## config.mk

```make
export PLATFORM = sky130hd
export DESIGN_NAME = cbx_param_cfg_flat
export DESIGN_NICKNAME = d
export VERILOG_FILES = /design/src/rtl/cbx_param_cfg_if.sv /design/src/rtl/cbx_param_cfg.sv /design/src/flat_wrapper.sv
export SDC_FILE = /design/constraint.sdc
export NUM_CORES = 1
export LEC_CHECK = 0
export ABC_CLOCK_PERIOD_IN_PS = 2200
export CORE_MARGIN = 2
export CORE_UTILIZATION = 45
export CTS_CLUSTER_SIZE = 12
export DETAILED_ROUTE_END_ITERATION = 16
export GPL_TIMING_DRIVEN = 1
export HOLD_SLACK_MARGIN = 0.08
export PLACE_DENSITY_LB_ADDON = 0.05
export SLEW_MARGIN = 20
export SYNTH_ARGS = -nofsm -noshare
export SYNTH_HDL_FRONTEND = slang
export SYNTH_SLANG_ARGS = --single-unit
export TNS_END_PERCENT = 30
```

## constraint.sdc

```tcl
create_clock -name prog_clk -period 2.2 [get_ports prog_clk]
set_input_delay 0.33 -clock prog_clk [delete_from_list [all_inputs] [get_ports prog_clk]]
set_output_delay 0.33 -clock prog_clk [all_outputs]
set_load 0.05 [all_outputs]
```

## src/rtl/cbx_param_cfg_if.sv

```systemverilog
// Configuration-chain bus for the connection block: serial load, commit
// request and the status flags that come back from the block.
interface cbx_param_cfg_if;
  logic config_enable;
  logic ccff_head;
  logic cfg_commit;
  logic ccff_tail;
  logic cfg_valid;
  logic cfg_err;

  modport master (
    output config_enable,
    output ccff_head,
    output cfg_commit,
    input  ccff_tail,
    input  cfg_valid,
    input  cfg_err
  );

  modport slave (
    input  config_enable,
    input  ccff_head,
    input  cfg_commit,
    output ccff_tail,
    output cfg_valid,
    output cfg_err
  );
endinterface

```

## src/rtl/cbx_param_cfg.sv

```systemverilog
// Horizontal connection block with a double-buffered configuration chain.
// Bits are shifted into a shadow register and only copied to the active
// selection on a legal commit, so the ipin muxes never see a partial load.
module cbx_param_cfg #(
  parameter int CHAN_W   = 12,
  parameter int NUM_IPIN = 10,
  parameter int MUX_SIZE = 8
) (
  input  logic                prog_clk,
  input  logic                pReset,
  cbx_param_cfg_if.slave      cfg,
  input  logic [CHAN_W-1:0]   chanx_left_in,
  input  logic [CHAN_W-1:0]   chanx_right_in,
  output logic [CHAN_W-1:0]   chanx_left_out,
  output logic [CHAN_W-1:0]   chanx_right_out,
  output logic [NUM_IPIN-1:0] ipin_out
);

  localparam int SEL_W = $clog2(MUX_SIZE);
  localparam int TOTAL = NUM_IPIN * SEL_W;
  localparam int CNT_W = $clog2(TOTAL + 1);
  localparam int PAIRS = MUX_SIZE / 2;

  logic [TOTAL-1:0] shadow;
  logic [TOTAL-1:0] active;
  logic [CNT_W-1:0] shift_cnt;
  logic             cfg_valid_q;
  logic             cfg_err_q;
  logic             load_full;
  logic             commit_ok;

  logic [NUM_IPIN-1:0][MUX_SIZE-1:0] mux_in;
  logic [NUM_IPIN-1:0][SEL_W-1:0]    sel;

  // A commit is only honoured when the shadow holds a complete, stable load.
  assign load_full = (shift_cnt == CNT_W'(TOTAL));
  assign commit_ok = cfg.cfg_commit && !cfg.config_enable && load_full;

  assign chanx_right_out = chanx_left_in;
  assign chanx_left_out  = chanx_right_in;

  assign cfg.ccff_tail = shadow[TOTAL-1];
  assign cfg.cfg_valid = cfg_valid_q;
  assign cfg.cfg_err   = cfg_err_q;

  // Shadow chain shifts whenever enabled; the count saturates so extra bits
  // simply stream through to the next block while the load stays complete.
  always_ff @(posedge prog_clk or negedge pReset) begin
    if (!pReset) begin
      shadow    <= '0;
      shift_cnt <= '0;
    end else if (cfg.config_enable) begin
      shadow <= {shadow[TOTAL-2:0], cfg.ccff_head};
      if (!load_full) begin
        shift_cnt <= shift_cnt + 1'b1;
      end
    end else if (commit_ok) begin
      shift_cnt <= '0;
    end
  end

  // Active selection only changes on a legal commit, keeping the fabric quiet during reload.
  always_ff @(posedge prog_clk or negedge pReset) begin
    if (!pReset) begin
      active      <= '0;
      cfg_valid_q <= 1'b0;
    end else if (commit_ok) begin
      active      <= shadow;
      cfg_valid_q <= 1'b1;
    end
  end

  // Any rejected commit request latches the error flag until the next reset.
  always_ff @(posedge prog_clk or negedge pReset) begin
    if (!pReset) begin
      cfg_err_q <= 1'b0;
    end else if (cfg.cfg_commit && !commit_ok) begin
      cfg_err_q <= 1'b1;
    end
  end

  // Each mux sees one left/right track pair per even/odd input, spread evenly
  // across the channel and rotated by the mux index.
  for (genvar j = 0; j < NUM_IPIN; j++) begin : g_ipin
    for (genvar p = 0; p < PAIRS; p++) begin : g_pair
      localparam int TRACK = ((p * CHAN_W) / PAIRS + j) % CHAN_W;
      assign mux_in[j][2*p]   = chanx_left_in[TRACK];
      assign mux_in[j][2*p+1] = chanx_right_in[TRACK];
    end

    assign sel[j] = active[j*SEL_W +: SEL_W];

    if (MUX_SIZE == (1 << SEL_W)) begin : g_full
      assign ipin_out[j] = cfg_valid_q ? mux_in[j][sel[j]] : 1'b0;
    end else begin : g_partial
      assign ipin_out[j] = (cfg_valid_q && (int'(sel[j]) < MUX_SIZE))
                           ? mux_in[j][sel[j]] : 1'b0;
    end
  end

endmodule
```

## src/flat_wrapper.sv

```systemverilog
// flat-port wrapper written by rule: the top's interface ports become plain ports
module cbx_param_cfg_flat 
#(
  parameter int CHAN_W   = 12,
  parameter int NUM_IPIN = 10,
  parameter int MUX_SIZE = 8
)
  (prog_clk, pReset, chanx_left_in, chanx_right_in, chanx_left_out, chanx_right_out, ipin_out, cfg_config_enable, cfg_ccff_head, cfg_cfg_commit, cfg_ccff_tail, cfg_cfg_valid, cfg_cfg_err);
  cbx_param_cfg_if cfg_i ();
  input  logic prog_clk;
  input  logic pReset;
  input  logic [CHAN_W-1:0] chanx_left_in;
  input  logic [CHAN_W-1:0] chanx_right_in;
  output logic [CHAN_W-1:0] chanx_left_out;
  output logic [CHAN_W-1:0] chanx_right_out;
  output logic [NUM_IPIN-1:0] ipin_out;
  input wire logic [$bits(cfg_i.config_enable)-1:0] cfg_config_enable;
  input wire logic [$bits(cfg_i.ccff_head)-1:0] cfg_ccff_head;
  input wire logic [$bits(cfg_i.cfg_commit)-1:0] cfg_cfg_commit;
  output wire logic [$bits(cfg_i.ccff_tail)-1:0] cfg_ccff_tail;
  output wire logic [$bits(cfg_i.cfg_valid)-1:0] cfg_cfg_valid;
  output wire logic [$bits(cfg_i.cfg_err)-1:0] cfg_cfg_err;
  assign cfg_i.config_enable = cfg_config_enable;
  assign cfg_i.ccff_head = cfg_ccff_head;
  assign cfg_i.cfg_commit = cfg_cfg_commit;
  assign cfg_ccff_tail = cfg_i.ccff_tail;
  assign cfg_cfg_valid = cfg_i.cfg_valid;
  assign cfg_cfg_err = cfg_i.cfg_err;
  cbx_param_cfg #(.CHAN_W(CHAN_W), .NUM_IPIN(NUM_IPIN), .MUX_SIZE(MUX_SIZE)) u_core (.prog_clk(prog_clk), .pReset(pReset), .cfg(cfg_i), .chanx_left_in(chanx_left_in), .chanx_right_in(chanx_right_in), .chanx_left_out(chanx_left_out), .chanx_right_out(chanx_right_out), .ipin_out(ipin_out));
endmodule
```

### After elaboration in Yosys (flattened, before gate mapping)

Index checks and enable logic that the tools add are counted.

* bits in registers: 67
* output and inout bits: 37
* logic and storage cells: 58

* add/subtract/negate cells: 1
* magnitude comparators: 10
* eq/ne operators: 2
* multiplexer cells: 33
* reductions and logical operators: 7

Operators with widths (number)
* < comparator 3 x 4 -> 1 bit, second input constant: 10
* binary-select mux 1 bit (select 3 bit): 10
* 2-to-1 mux 1 bit: 20
* 2-to-1 mux 5 bit: 3
* adder 5 x 1 -> 5 bit, second input constant: 1
* equality test 5 bit, second input constant: 1
* logical AND 1 bit: 3
* logical NOT 1 bit: 2
* inequality test 2 bit, second input constant: 1
* AND reduction 2 bit: 1
* nonzero test 2 bit: 1

### Longest topological paths before layout

* word-level depth: 5
* gate-level depth with buffers: 6

### Worst setup path before layout

OpenSTA, ideal clock, no wires.

* path type: register to output
* start: reg u_core.cfg_valid_q (netlist: u_core.cfg.cfg_valid)
* end: out ipin_out[0]
* arrival: 2307 ps
* data required time: 1870 ps
* setup slack: -437 ps
* cell stages (with the launch flop): 4
* buffers on the path: 1
* path through: dfrtp_1 clkbuf_1 o31ai_1 a311oi_1

* word-level cells in the longest chain between the ends: 1

Ends and longest elaborated chain
* from (decl): line cbx_param_cfg.sv:27 `logic cfg_valid_q;`
* from (signal assigned): line cbx_param_cfg.sv:66 `cfg_valid_q <= 1'b0;`
* from (signal assigned): line cbx_param_cfg.sv:69 `cfg_valid_q <= 1'b1;`
* 2-to-1 mux 1 bit: line cbx_param_cfg.sv:94 `assign ipin_out[j] = cfg_valid_q ? mux_in[j][sel[j]] : 1'b0;`
* to (decl): line flat_wrapper.sv:16 `output logic [NUM_IPIN-1:0] ipin_out;`

No other way between the ends.

### Final worst setup path

* start: in chanx_right_in[2]
* end: out ipin_out[8]

* word-level cells in the longest chain between the ends: 3

Ends and longest elaborated chain
* from (decl): line flat_wrapper.sv:13 `input logic [CHAN_W-1:0] chanx_right_in;`
* binary-select mux 1 bit (select 3 bit): line cbx_param_cfg.sv:94
* 2-to-1 mux 1 bit (not written as such): line cbx_param_cfg.sv:94
* 2-to-1 mux 1 bit: line cbx_param_cfg.sv:94

No other way between the ends. The select of a mux whose other input is x is not followed.

==> results.sh <==
export IMPL_synth_ff_type="dfrtp_1"
export IMPL_yosysTopAreaCellShare=0.4827
export IMPL_peakVddDrop_v=0.0004497
export IMPL_synth_edff_count=0
export IMPL_routed_wl_mm=6.699
export IMPL_path_class="in -> out"
export IMPL_dieArea_mm2=0.008437
export IMPL_globalplace_congestion=0.8379
export IMPL_netSwitchingFraction=0.3045
export IMPL_grt_ovfl_total=0
export IMPL_dp_hpwl_mm=4.758
export IMPL_syn_area_per_cell_um2=13.51
export IMPL_drt_first_iter_violations=82
export IMPL_crit_path_max_incr_delay_ns=0.50
export IMPL_final_nets=340
export IMPL_rr_endpoint="u_core.active[1]$_DFFE_PN0P_"
export IMPL_die_x_um=91.86
export IMPL_synth_area_mm2=0.003473
export IMPL_setup_viol=0
export IMPL_seq_power_share=0.448
export IMPL_rsz0062_at_grt="false"
export IMPL_cts_sinks=67
export IMPL_synth_most_common_cell="mux2_2"
export IMPL_drive_gt1_frac=0.4745
export IMPL_ios=66
export IMPL_ys_warn_count=0
export IMPL_start_util=0.4566
export IMPL_finalCritPeriodShare=0.9669
export IMPL_rr_worst_depth=6
export IMPL_grt_pass1_vias=2296
export IMPL_ys_seq_elements=67
export IMPL_ys_seq_area_frac=0.4827
export IMPL_synth_area_leaders="dfrtp_1 (48%), mux2_2 (23%), mux4_2 (6.5%), buf_4 (5.4%), mux2i_1 (2.9%)"
export IMPL_r2r_start="u_core.shift_cnt[0]$_DFFE_PN0P_"
export IMPL_hold_path_class="in -> async"
export IMPL_grt_first_pass_wirelength_mm=11.31
export IMPL_cpMaxStageDelayCell="clkdlybuf4s50_1"
export IMPL_maxCapViolCount=0
export IMPL_grt_use_total=0.1705
export IMPL_status="finished, final reports clean"
export IMPL_cts_buffers=9
export IMPL_antenna_found_initial=0
export IMPL_final_max_slew_violation_count=0
export IMPL_synth_common_cells="mux2_2 (71), dfrtp_1 (67), buf_4 (25), inv_1 (15)"
export IMPL_p_int_mw=2.792
export IMPL_yosysUniqueCellTypes=26
export IMPL_power_density_mw_per_mm2=913.7
export IMPL_cts_max_path_buffers=2
export IMPL_max_slew_margin=0.6616
export IMPL_cts_tree="done"
export IMPL_hold_violations=0
export IMPL_async_flop_share=1.000
export IMPL_core_region_area_mm2=0.007607
export IMPL_synth_largest_area_cell="dfrtp_1"
export IMPL_root_buffer="clkbuf_8"
export IMPL_clk_pin_slew_ns=0.08
export IMPL_r2r_setup_slack_ns=0.50
export IMPL_leakagePower_nw=1.899
export IMPL_net_switching_power_mw=1.222
export IMPL_wire_per_inst_um=16.10
export IMPL_max_freq_ghz=0.4701
export IMPL_drc=0
export IMPL_port_buffers=65
export IMPL_synth_nets=288
export IMPL_vias=2175
export IMPL_required_ns=1.87
export IMPL_crit_chain="clkdlybuf4s50_1 -> mux4_2 -> nor2_1 -> a311oi_1 -> buf_4 -> buf_12"
export IMPL_die_h_um=91.86
export IMPL_firstDrtPassIters=4
export IMPL_placed_area_mm2=0.004140
export IMPL_clkLatencyLatePin_ns=0.33
export IMPL_netlist_instances=257
export IMPL_clock_skew_ns=0.009645
export IMPL_antenna_left=0
export IMPL_worstMarginPinSlew_ns=0.5060
export IMPL_post_route_min_period_ns=2.127
export IMPL_cts_setup_buffers=0
export IMPL_worstPathMaxFanout=4
export IMPL_combPwrFrac=0.261
export IMPL_cp_start_kind="primary input"
export IMPL_grt_max_degree=52
export IMPL_crit_arrival_ns=1.80
export IMPL_vias_per_cell=5.228
export IMPL_postLayoutCoreUtil=0.5776
export IMPL_n_antenna_cell=0
export IMPL_setup_worst_path_end_class="output pin"
export IMPL_syn_to_final_growth_pct=26.51
export IMPL_fin_area_mm2=0.004394
export IMPL_cts_htree_levels=3
export IMPL_rows=32
export IMPL_clkPwrFrac=0.291
[timing repair]
item	in CTS	in global routing
setup endpoints to repair	4	1
hold buffers	1	0
resized for setup	1	1
hold endpoints to repair	16	0
[cell usage in the layout (no fill, tap or decap), types with 4 or more instances in the layout]
| cell | Yosys | routed |
|---|---|---|
| a311oi_2 | 0 | 4 |
| clkbuf_8 | 0 | 11 |
| inv_1 | 15 | 15 |
| clkdlybuf4s50_1 | 0 | 29 |
| a311oi_1 | 10 | 6 |
| dfrtp_1 | 67 | 66 |
| mux4_2 | 10 | 10 |
| buf_4 | 25 | 30 |
| o31ai_1 | 10 | 10 |
| nor2_1 | 10 | 10 |
| buf_12 | 0 | 12 |
| mux2_2 | 71 | 71 |
| mux2i_1 | 10 | 10 |
| nand3_1 | 4 | 4 |
[per-stage QoR]
step                TNS, ns  setup WS, ns  std cells  power [mW]  hold WS (ns)
finish                    0       0.07285        416       4.015        0.4574
global route              0       0.01143        416       4.239        0.4778
CTS                       0       0.05486        416       4.065        0.4584
detailed placement        0       0.05715        399       2.881        0.2919
global placement          0       0.06665        399       2.858        0.2896
floorplan            -2.789       -0.4370        257       2.459       0.03441
[state kept, by name (all words and copies together), names as in the netlist]
signal,flops
u_core.active,30
u_core.shadow,30
u_core.shift_cnt,5
u_core.cfg.cfg_err,1
u_core.cfg.cfg_valid,1
[layer usage]
layer,up-vias,track usage,wire length (um)
met3,10,0.03698,253
met5,-,0,0
met4,0,0.07587,117
met2,47,0.2727,3160
met1,1083,0.2238,3168
li1,1035,-,-
[power groups by stage]
| stage | combinational (mW) | sequential, mW | clock, mW |
|---|---|---|---|
| finish | 1.05 | 1.80 | 1.17 |
| global route | 1.13 | 1.86 | 1.25 |
| CTS | 1.06 | 1.81 | 1.20 |
| detailed placement | 1.05 | 1.83 | 0 |
| global placement | 1.03 | 1.83 | 0 |
| floorplan | 0.712 | 1.75 | 0 |
[logic make-up after synthesis]
kind of cell,count (synthesis),share of synthesized area
fa+ha+maj,2,0.007203
xor+xnor,1,0.002522
compound gates,26,0.05836
flops,67,0.4827
mux,91,0.3239
buf+inv,47,0.08537
simple gates,23,0.03999
[layout make-up]
class | count | area [um^2]
Sequential cell | 67 | 1678
Inverter | 15 | 56.30
Clock inverter | 5 | 85.08
Fill cell | 646 | 3213
Tap cell | 102 | 127.6
Timing Repair Buffer | 73 | 770.7
Multi-Input combinational cell | 143 | 1525
Clock buffer | 11 | 151.4
[critical path: cells and delay by family]
family	cells	cell delay, ns
compound gates	1	0.07
buf+inv	3	0.80
mux	1	0.49
simple gates	1	0.11
[worst max-delay path by stage]
stage	start	depth (start not counted)	to	slack (ns)
after global routing	chanx_left_in[4]	5	ipin_out[4]	0.01
final	chanx_right_in[2]	6	ipin_out[8]	0.07
after detailed placement	chanx_right_in[2]	6	ipin_out[8]	0.06
after CTS	chanx_left_in[3]	5	ipin_out[9]	0.05
after global placement	chanx_left_in[3]	5	ipin_out[9]	0.07
after floorplan	u_core.cfg.cfg_valid$_DFFE_PN0P_	3	ipin_out[3]	-0.44
Note: power is estimated with default switching activity, not from simulation.
